==> config.mk <==
export PLATFORM = sky130hd
export DESIGN_NAME = serial_adder_flat
export DESIGN_NICKNAME = d
export VERILOG_FILES = /design/src/rtl/serial_adder_if.sv /design/src/rtl/serial_adder.sv /design/src/flat_wrapper.sv
export SDC_FILE = /design/constraint.sdc
export NUM_CORES = 1
export LEC_CHECK = 0
export CAP_MARGIN = 20
export CORE_MARGIN = 2
export CORE_UTILIZATION = 25
export CTS_CLUSTER_DIAMETER = 150
export DETAILED_ROUTE_END_ITERATION = 12
export PLACE_DENSITY_LB_ADDON = 0.05
export SYNTH_ARGS = -nofsm -noshare
export SYNTH_HDL_FRONTEND = slang
export SYNTH_SLANG_ARGS = --single-unit
==> constraint.sdc <==
create_clock -name clk -period 2.6 [get_ports clk]
set_input_delay 0.39 -clock clk [delete_from_list [all_inputs] [get_ports clk]]
set_output_delay 0.39 -clock clk [all_outputs]
set_load 0.01 [all_outputs]
==> src/rtl/serial_adder_if.sv <==
// Request/result bundle for the bit-serial adder.
// The requester drives the operands and the start strobe; the adder
// answers with busy/done and the registered sum and carry-out.
interface serial_adder_if #(
  parameter int WIDTH = 8
);
  logic             start;
  logic [WIDTH-1:0] a;
  logic [WIDTH-1:0] b;
  logic             cin;
  logic             busy;
  logic             done;
  logic [WIDTH-1:0] z;
  logic             cout;

  modport master (
    output start, a, b, cin,
    input  busy, done, z, cout
  );

  modport slave (
    input  start, a, b, cin,
    output busy, done, z, cout
  );
endinterface

==> src/rtl/serial_adder.sv <==
// Bit-serial adder: one full adder processes the operands LSB first,
// one bit per clock. An operation is accepted from IDLE or DONE, runs
// for WIDTH cycles in RUN, then presents {cout, z} with a one-cycle done.
module serial_adder #(
  parameter int WIDTH = 8
) (
  input  logic           clk,
  input  logic           rst_n,
  serial_adder_if.slave  bus
);

  // The counter must be able to hold WIDTH so it never wraps mid-operation.
  localparam int                CNT_W    = $clog2(WIDTH + 1);
  localparam logic [CNT_W-1:0]  LAST_BIT = CNT_W'(WIDTH - 1);

  typedef enum logic [1:0] {
    IDLE = 2'd0,
    RUN  = 2'd1,
    DONE = 2'd2
  } state_t;

  state_t           state_q, state_d;
  logic [WIDTH-1:0] a_q, a_d;
  logic [WIDTH-1:0] b_q, b_d;
  logic [WIDTH-1:0] z_q, z_d;
  logic             carry_q, carry_d;
  logic             cout_q, cout_d;
  logic [CNT_W-1:0] cnt_q, cnt_d;

  logic             sum_bit;
  logic             carry_bit;
  logic             accept;
  logic             last_bit;
  logic [WIDTH-1:0] sum_word;

  // Single full adder on the current LSBs and the running carry.
  assign sum_bit   = a_q[0] ^ b_q[0] ^ carry_q;
  assign carry_bit = (a_q[0] & b_q[0]) | (a_q[0] & carry_q) | (b_q[0] & carry_q);

  // A request is taken whenever no addition is in flight, so start held
  // through DONE chains operations back to back.
  assign accept   = bus.start && (state_q != RUN);
  assign last_bit = (cnt_q == LAST_BIT);

  // Partial-result shift register. It holds the WIDTH-1 sum bits produced
  // so far; sum_word prepends the bit being produced this cycle, which on
  // the final bit is the complete result. WIDTH=1 needs no storage at all.
  generate
    if (WIDTH == 1) begin : g_res_single
      assign sum_word = sum_bit;
    end else begin : g_res_multi
      logic [WIDTH-2:0] res_q, res_d;

      assign sum_word = {sum_bit, res_q};

      // New sum bits enter at the MSB end and older bits move down.
      always_comb begin
        res_d = res_q;
        if (accept) begin
          res_d = '0;
        end else if (state_q == RUN) begin
          res_d = sum_word[WIDTH-1:1];
        end
      end

      // Partial-result register, cleared by reset.
      always_ff @(posedge clk or negedge rst_n) begin
        if (!rst_n) begin
          res_q <= '0;
        end else begin
          res_q <= res_d;
        end
      end
    end
  endgenerate

  // Next-state logic: RUN lasts exactly WIDTH cycles, DONE exactly one.
  always_comb begin
    state_d = state_q;
    case (state_q)
      IDLE: begin
        if (bus.start) begin
          state_d = RUN;
        end
      end
      RUN: begin
        if (last_bit) begin
          state_d = DONE;
        end
      end
      DONE: begin
        state_d = bus.start ? RUN : IDLE;
      end
      default: begin
        state_d = IDLE;
      end
    endcase
  end

  // Datapath: load on acceptance, shift one bit per RUN cycle, and publish
  // the result only on the final bit so z/cout hold between completions.
  always_comb begin
    a_d     = a_q;
    b_d     = b_q;
    carry_d = carry_q;
    cnt_d   = cnt_q;
    z_d     = z_q;
    cout_d  = cout_q;
    if (accept) begin
      a_d     = bus.a;
      b_d     = bus.b;
      carry_d = bus.cin;
      cnt_d   = '0;
    end else if (state_q == RUN) begin
      a_d     = a_q >> 1;
      b_d     = b_q >> 1;
      carry_d = carry_bit;
      cnt_d   = cnt_q + CNT_W'(1);
      if (last_bit) begin
        z_d    = sum_word;
        cout_d = carry_bit;
      end
    end
  end

  // State and datapath registers; reset aborts any operation in flight.
  always_ff @(posedge clk or negedge rst_n) begin
    if (!rst_n) begin
      state_q <= IDLE;
      a_q     <= '0;
      b_q     <= '0;
      carry_q <= 1'b0;
      cnt_q   <= '0;
      z_q     <= '0;
      cout_q  <= 1'b0;
    end else begin
      state_q <= state_d;
      a_q     <= a_d;
      b_q     <= b_d;
      carry_q <= carry_d;
      cnt_q   <= cnt_d;
      z_q     <= z_d;
      cout_q  <= cout_d;
    end
  end

  assign bus.busy = (state_q == RUN);
  assign bus.done = (state_q == DONE);
  assign bus.z    = z_q;
  assign bus.cout = cout_q;

endmodule

==> src/flat_wrapper.sv <==
// flat-port wrapper written by rule: the top's interface ports become plain ports
module serial_adder_flat 
#(
  parameter int WIDTH = 8
)
  (clk, rst_n, bus_start, bus_a, bus_b, bus_cin, bus_busy, bus_done, bus_z, bus_cout);
  serial_adder_if #(.WIDTH(WIDTH)) bus_i ();
  input  logic clk;
  input  logic rst_n;
  input wire logic [$bits(bus_i.start)-1:0] bus_start;
  input wire logic [$bits(bus_i.a)-1:0] bus_a;
  input wire logic [$bits(bus_i.b)-1:0] bus_b;
  input wire logic [$bits(bus_i.cin)-1:0] bus_cin;
  output wire logic [$bits(bus_i.busy)-1:0] bus_busy;
  output wire logic [$bits(bus_i.done)-1:0] bus_done;
  output wire logic [$bits(bus_i.z)-1:0] bus_z;
  output wire logic [$bits(bus_i.cout)-1:0] bus_cout;
  assign bus_i.start = bus_start;
  assign bus_i.a = bus_a;
  assign bus_i.b = bus_b;
  assign bus_i.cin = bus_cin;
  assign bus_busy = bus_i.busy;
  assign bus_done = bus_i.done;
  assign bus_z = bus_i.z;
  assign bus_cout = bus_i.cout;
  serial_adder #(.WIDTH(WIDTH)) u_core (.clk(clk), .rst_n(rst_n), .bus(bus_i));
endmodule
Word-level counts from Yosys, hierarchy flattened
Index checks and enable logic that the tools add are counted.
Widths: inputs -> output; s select.
{"block": "totals", "register_bits": 39, "latchBits": 0, "mem_bits_rw": 0, "mem_bits_ro": 0, "input_bits": 20, "out_inout_bits": 11, "elab_cells": 42, "n_memories": 0}
{"block": "op_classes", "n_addsub": 1, "n_mul": 0, "div_mod_pow": 0, "magnitude_cmp": 0, "n_eq_ne": 6, "shifts": 0, "mux": 14, "bitwise": 8, "n_reduce_logical": 5}
{"cell": "$mux 8", "count": 4}
{"cell": "$mux 7", "count": 2}
{"cell": "$mux 4", "count": 2}
{"cell": "$pmux 2 s3", "count": 1}
{"cell": "$add 4x1->4 const B", "count": 1}
{"cell": "$eq 4x3->1 const B", "count": 1}
{"cell": "$mux 2", "count": 2}
{"cell": "$ne 2x1->1 const B", "count": 2}
{"cell": "$and 1x1->1", "count": 3}
{"cell": "$mux 1", "count": 3}
{"cell": "$reduce_and 3->1", "count": 1}
{"cell": "$eq 2x1->1 const B", "count": 1}
{"cell": "$eq 2x2->1 const B", "count": 1}
{"cell": "$logic_not 2->1", "count": 1}
{"cell": "$ne 2x2->1 const B", "count": 1}
{"cell": "$or 1x1->1", "count": 2}
{"cell": "$reduce_and 2->1", "count": 1}
{"cell": "$reduce_bool 2->1", "count": 1}
{"cell": "$xor 1x1->1", "count": 2}
{"cell": "$logic_and 1x1->1", "count": 1}
{"cell": "$not 1->1", "count": 1}

Depth between registers and ports, before layout
Gate-level depths: netlist of the first run.
{"block": "logic_depth", "ltp_word": 5, "ltp_mapped": 6, "depth_no_buf": 4}

Least setup slack after synthesis of the first run
Ideal clock, no wire load.
{"block": "synth_timing", "kind": "register to register", "from": "reg u_core.state_q[1]", "to": "reg u_core.cout_q, in the netlist u_core.bus.cout", "setup_time_ns": 0.125, "arrival_ns": 1.320, "required_ns": 2.475, "slack_ns": 1.155, "path_stages_with_launch": 5, "n_path_buf": 1, "path_cell_list": "dfrtp_1 > nand2b_1 > buf_6 > nor3_4 > mux2_2"}
{"block": "synth_via", "elab_chain_cells": 4}
{"element": "start: declaration", "line": "serial_adder.sv:22", "text": "state_t state_q, state_d;"}
{"element": "start signal: assignment", "line": "serial_adder.sv:137", "text": "state_q <= state_d;"}
{"element": "$ne 2x1->1", "line": "serial_adder.sv:42", "text": "assign accept = bus.start && (state_q != RUN);"}
{"element": "$logic_and 1x1->1", "line": "serial_adder.sv:42"}
{"element": "$not 1->1 (no line)"}
{"element": "$reduce_and 3->1 (no line) *"}
{"element": "end signal: assignment", "line": "serial_adder.sv:143", "text": "cout_q <= cout_d;"}
{"element": "end: declaration", "line": "serial_adder.sv:27", "text": "logic cout_q, cout_d;"}
Every way passes the cells marked *; elsewhere a longest branch is shown, timed or not.
A chain may end at the register's enable or synchronous reset.

Final worst setup path of the first run
{"block": "layout_timing", "from": "reg u_core.state_q[1]", "to": "out bus_busy"}
{"block": "layout_via", "elab_chain_cells": 1}
{"element": "$eq 2x1->1", "line": "serial_adder.sv:147", "text": "assign bus.busy = (state_q == RUN);"}
{"element": "end: declaration", "line": "flat_wrapper.sv:14", "text": "output wire logic [$bits(bus_i.busy)-1:0] bus_busy;"}
Every way passes these cells.

==> flow_metrics.py, run 1 <==
metrics = {
    "run_status": {
        "outcome": "completed",
    },
    "floorplanning": {
        "coreArea_sq_um": 6420,
        "start_util": 0.260,
        "dieWidth_microns": 85.8,
        "fp.dieH_microns": 85.8,
        "num_io_pins": 31,
        "dieArea_sq_um": 7360,
        "row_count": 29,
    },
    "route": {
        "first_iter_violations": 69,
        "drc": 0,
        "routed_wl_microns": 3360,
        "ant_nets": 0,
        "viasPerCell": 4.58,
        "wl_per_cell_microns": 13.1,
        "dr.pass1.iters": 6,
        "vias": 1176,
    },
    "global_routing": {
        "grt_max_degree": 51,
        "grt_pass1_vias": 1184,
        "globalRouteOverflowTotal": 0,
        "gr-usage-all-layers": 0.0994,
        "antenna_found_initial": 0,
        "grt_pass1_wl_microns": 5770,
    },
    "timing": {
        "rsz0062_at_grt": "no",
        "final-hold-violation-count": 0,
        "final_period_minus_worst_setup_slack_ns": 2.08,
        "fmax_mhz": 481,
        "period_share": 0.799,
        "fin_worst_skew_ns": 0.00985,
        "setup_viol": 0,
        "slew_viol_final": 0,
        "slew_headroom": 0.411,
        "worst_slew_pin_slew_ns": 0.883,
        "tns_ns": 0,
        "whs_ns": 0.218,
    },
    "layout": {
        "n_antenna_cell": 0,
        "fill_cells": 665,
        "syn_to_final_growth_pct": 29.6,
        "drive_above_1_share": 0.117,
        "nets": 201,
    },
    "yosys": {
        "synth_cell_types": 18,
        "synth-seq-cells": 39,
        "synth-seq-area-share": 0.584,
        "yosysWarnings": 0,
        "synth_area_sq_um": 1670,
        "syn_area_per_cell_sq_um": 11.2,
        "syn_inst": 149,
        "synth_fp_nets": 171,
    },
    "clocking": {
        "clk_pin_slew_ns": 0.08,
        "postCtsSetupBuffers": 0,
        "clock-sinks": 39,
        "cts_root_buffer": "clkbuf_8",
        "cts_resized": 0,
        "htree_num_levels": 2,
        "hold_buffers": 0,
        "cts_buffer_depth": 2,
        "numCtsBuffers": 5,
        "tritoncts": "yes",
        "insertion_delay_ns": 0.29,
    },
    "placement": {
        "io_buffers": 30,
        "gp_congestion": 0.690,
        "hpwl_microns": 2230,
    },
    "critical_path": {
        "path_class": "reg2out",
        "arrival_ns": 1.69,
        "startpoint_type": "register",
        "path_max_fanout": 7,
        "cp.required_ns": 2.21,
        "crit_path_end_kind": "output port",
    },
    "worst_hold_path": {
        "hp-class": "in2async",
    },
    "pwr": {
        "peakVddDrop_mv": 0.467,
        "p_leak_uw": 0.000957,
        "cellPowerDensity_nw_per_um2": 1100,
    },
    "run": {
        "max-cap-violations": 0,
    },
}
## per-layer routing
metal,vias to the layer above,global-route usage,share of wire
met5,-,0,0
met4,0,0.0303,0.0095
met3,4,0.0298,0.037
met2,25,0.166,0.49
met1,583,0.124,0.47
li1,564,-,-
## logic make-up after synthesis
kind of cell / count (synthesis) / synth area share
adder cells (fa/ha/maj): 2 / 0.0195
flip-flops: 39 / 0.584
AND/OR/NAND/NOR: 41 / 0.105
AO/OA/AOI/OAI: 27 / 0.0808
buffers and inverters: 11 / 0.0307
XOR/XNOR: 1 / 0.00524
multiplexers: 28 / 0.175
## state kept, by name (all words and copies together), names as in the netlist
signal / cells
u_core.bus.z: 8
u_core.g_res_multi.res_q: 7
u_core.a_q: 8
u_core.b_q: 8
u_core.bus.cout: 1
u_core.state_q: 2
u_core.cnt_q: 4
u_core.carry_q: 1
## cells in the final DEF, fill, tap and decap left out, drive strengths merged
cell type	netlist	final
xor2	1	1
mux2	10	10
buf	5	3
nor2	2	2
o21ai	27	27
clkdlybuf4s50	0	29
inv	2	2
nand3	3	3
bufinv	0	2
fa	1	1
dfrtp	39	39
nand2b	1	1
nor3	1	1
ha	1	1
nor2b	1	1
nand2	33	33
clkbuf	4	6
mux2i	18	18
## synth_stat cells
library cell,number,area (sq um)
dfrtp_1,39,976
nand2_1,33,124
o21ai_0,27,135
mux2i_1,18,180
mux2_2,10,113
clkbuf_1,4,15.0
nand3_1,3,15.0
buf_1,2,7.51
buf_2,2,10.0
inv_1,2,7.51
nor2_1,2,7.51
buf_6,1,11.3
fa_1,1,20.0
ha_1,1,12.5
nand2b_1,1,6.26
nor2b_1,1,6.26
nor3_4,1,16.3
xor2_1,1,8.76
## metrics by stage
step                      cells   util  instance area (sq um)  setup slack, ns  total power, uW
after floorplan             149      -                   1670             1.16             1500
after detailed placement    249  0.317                   2030            0.810             1820
after global routing        257  0.337                   2170            0.395             2580
after CTS                   257  0.337                   2170            0.478             2430
after global placement      249  0.317                   2030            0.809             1800
final                       257  0.337                   2170            0.522             2380
## critical path, stage by stage, from the launching register on
cell	delay (ns)
dfrtp_1	0.38
nand2b_1	0.31
inv_1	0.16
clkdlybuf4s50_1	0.55
## report_power, final
group / internal [uW] / switching, uW / leakage (uW) / total, uW
Sequential: 863 / 157 / 0.000495 / 1020
Clock: 384 / 213 / 0.0000654 / 597
Combinational: 380 / 381 / 0.000396 / 761
Total: 1630 / 751 / 0.000957 / 2380
## final cells by class
| cell class | instances | area, sq um | area share |
|---|---|---|---|
| clock buffer | 6 | 72.6 | 0.0335 |
| clock inverter | 2 | 60.1 | 0.0277 |
| inverter | 2 | 7.51 | 0.00346 |
| multi-input combinational | 99 | 644 | 0.297 |
| sequential | 39 | 976 | 0.450 |
| tap | 77 | 96.3 | 0.0445 |
| timing repair buffer | 32 | 310 | 0.143 |
## path summary, 6_finish.rpt
path,start,end,slack (ns),cells past startpoint
worst min register to register,u_core.b_q[6]$_DFFE_PN0P_,u_core.b_q[5]$_DFFE_PN0P_,0.48,2
worst min-delay path,rst_n,u_core.g_res_multi.res_q[0]$_DFFE_PN0P_,0.22,1
min in group clk,u_core.b_q[6]$_DFFE_PN0P_,u_core.b_q[5]$_DFFE_PN0P_,0.48,2
worst max-delay path,u_core.state_q[1]$_DFFE_PN0P_,bus_busy,0.52,3
max in group asynchronous,rst_n,u_core.a_q[1]$_DFFE_PN0P_,1.82,1
worst max register to register,u_core.state_q[1]$_DFFE_PN0P_,u_core.bus.z[6]$_DFFE_PN0P_,0.88,3
Power figures use the tool's default switching activity.
==> run 2: changes to the inputs <==
- clock period: 2.6 -> 1.8 ns (I/O delays scaled with it)
==> run 2 against run 1 <==
Against the previous run: first-iteration DRC count decreased by 28%; setup slack got worse by 0.42 ns; clock power increased by 7.9%; wire length decreased by 0.71%.
==> flow_metrics.py, run 2 (synthesized netlist as in run 1, its figures left out) <==
metrics = {
    "route": {
        "viasPerCell": 4.44,
        "ant_nets": 0,
        "first_iter_violations": 50,
        "drc": 0,
        "dr.pass1.iters": 6,
        "wl_per_cell_microns": 12.8,
        "vias": 1160,
        "routed_wl_microns": 3340,
    },
    "clocking": {
        "numCtsBuffers": 5,
        "clk_pin_slew_ns": 0.07,
        "hold_buffers": 0,
        "cts_root_buffer": "clkbuf_8",
        "tritoncts": "yes",
        "insertion_delay_ns": 0.29,
        "htree_num_levels": 2,
        "clock-sinks": 39,
        "cts_buffer_depth": 2,
        "postCtsSetupBuffers": 0,
    },
    "pwr": {
        "peakVddDrop_mv": 0.540,
        "p_int_uw": 2170,
        "p_seq_frac": 0.457,
        "combPwrFrac": 0.344,
        "p_clk_frac": 0.199,
        "swShare": 0.331,
        "cellPowerDensity_nw_per_um2": 1480,
        "netSwitchingPower_uw": 1070,
        "total_power_uw": 3240,
        "p_leak_uw": 0.000975,
    },
    "timing": {
        "worst_slew_pin_slew_ns": 0.506,
        "setup_viol": 0,
        "slew_viol_final": 0,
        "fmax_mhz": 587,
        "final_period_minus_worst_setup_slack_ns": 1.70,
        "final-hold-violation-count": 0,
        "tns_ns": 0,
        "fin_worst_skew_ns": 0.00424,
        "period_share": 0.946,
        "slew_headroom": 0.663,
        "rsz0062_at_grt": "no",
    },
    "floorplanning": {
        "start_util": 0.260,
        "dieArea_sq_um": 7360,
        "fp.dieH_microns": 85.8,
        "coreArea_sq_um": 6420,
        "row_count": 29,
        "num_io_pins": 31,
        "dieWidth_microns": 85.8,
    },
    "critical_path": {
        "crit_chain": "nor2b_2 -> clkdlybuf4s50_1",
        "path_class": "reg2out",
        "path_buf_inv": 1,
        "crit_path_end_kind": "output port",
        "max_stage_delay_ns": 0.55,
        "arrival_ns": 1.43,
        "worst_path_dominant_cell_family": "buffers and inverters",
        "path_max_fanout": 3,
        "startpoint_type": "register",
        "crit_slowest_cell": "clkdlybuf4s50_1",
        "cp.required_ns": 1.53,
    },
    "layout": {
        "drive_above_1_share": 0.147,
        "mostFrequentLayoutCells": "dfrtp_1, nand2_1, clkdlybuf4s50_1",
        "layout.cells.most_common": "dfrtp_1",
        "nets": 205,
        "fill_cells": 649,
        "syn_to_final_growth_pct": 31.0,
        "n_antenna_cell": 0,
        "final_cells": 261,
    },
    "global_routing": {
        "gr-usage-all-layers": 0.103,
        "globalRouteOverflowTotal": 0,
        "antenna_found_initial": 0,
        "grt_pass1_vias": 1210,
        "grt_pass1_wl_microns": 5910,
        "grt_max_degree": 51,
    },
    "run": {
        "max-cap-violations": 0,
    },
    "placement": {
        "io_buffers": 30,
        "gp_congestion": 0.634,
        "hpwl_microns": 2250,
        "dp_cells": 253,
    },
    "run_status": {
        "outcome": "completed",
    },
    "worst_hold_path": {
        "hp-class": "in2async",
    },
}
-- run 2: path summary, 6_finish.rpt --
| kind | endpoint | cells past startpoint | from | slack, ns |
|---|---|---|---|---|
| min reg2reg | u_core.b_q[1]$_DFFE_PN0P_ | 2 | u_core.b_q[2]$_DFFE_PN0P_ | 0.48 |
| max reg2reg | u_core.bus.z[7]$_DFFE_PN0P_ | 5 | u_core.cnt_q[0]$_DFFE_PN0P_ | 0.34 |
| min | u_core.bus.z[0]$_DFFE_PN0P_ | 2 | rst_n | 0.04 |
| min in group clk | u_core.b_q[1]$_DFFE_PN0P_ | 2 | u_core.b_q[2]$_DFFE_PN0P_ | 0.48 |
| max in group asynchronous | u_core.cnt_q[2]$_DFFE_PN0P_ | 2 | rst_n | 1.41 |
| max | bus_done | 2 | u_core.state_q[0]$_DFFE_PN0P_ | 0.1 |
-- run 2: metal layers --
metal,vias up,part of all wire,track usage
met1,557,0.47,0.141
met2,28,0.46,0.153
met4,0,0.024,0.0519
li1,568,-,-
met3,7,0.042,0.0241
met5,-,0,0
-- run 2: timing repair --
| item | 4_1_cts | 5_1_grt |
|---|---|---|
| pin swaps | 0 | 0 |
| endpoints found under the setup margin | 1 | 2 |
| gates cloned | 0 | 0 |
| gates resized for setup | 2 | 2 |
-- run 2: power by group through the flow --
stage / logic [uW] / registers (uW) / clock network, uW
floorplan: 676 / 1490 / 0
finish: 1110 / 1480 / 644
CTS: 1160 / 1480 / 673
global route: 1300 / 1540 / 712
detailed placement: 1140 / 1490 / 0
global placement: 1120 / 1480 / 0
-- run 2: final cells by class --
class	count	area, sq um	area share
Clock buffer	8	100	0.0457
Multi-Input combinational cell	99	654	0.299
Sequential cell	39	976	0.446
Tap cell	77	96.3	0.0440
Inverter	2	7.51	0.00343
Timing Repair Buffer	36	355	0.162
-- run 2: stage by stage --
step	util	setup WS [ns]	hold WS, ns	area, sq um
6_report	0.341	0.0972	0.0355	2190
2_1_floorplan	-	0.355	-0.0256	1670
3_5_place_dp	0.323	0.185	0.369	2080
5_1_grt	0.341	0.0406	0.0747	2190
4_1_cts	0.340	0.00385	0.0513	2180
3_3_place_gp	0.323	0.208	0.365	2080
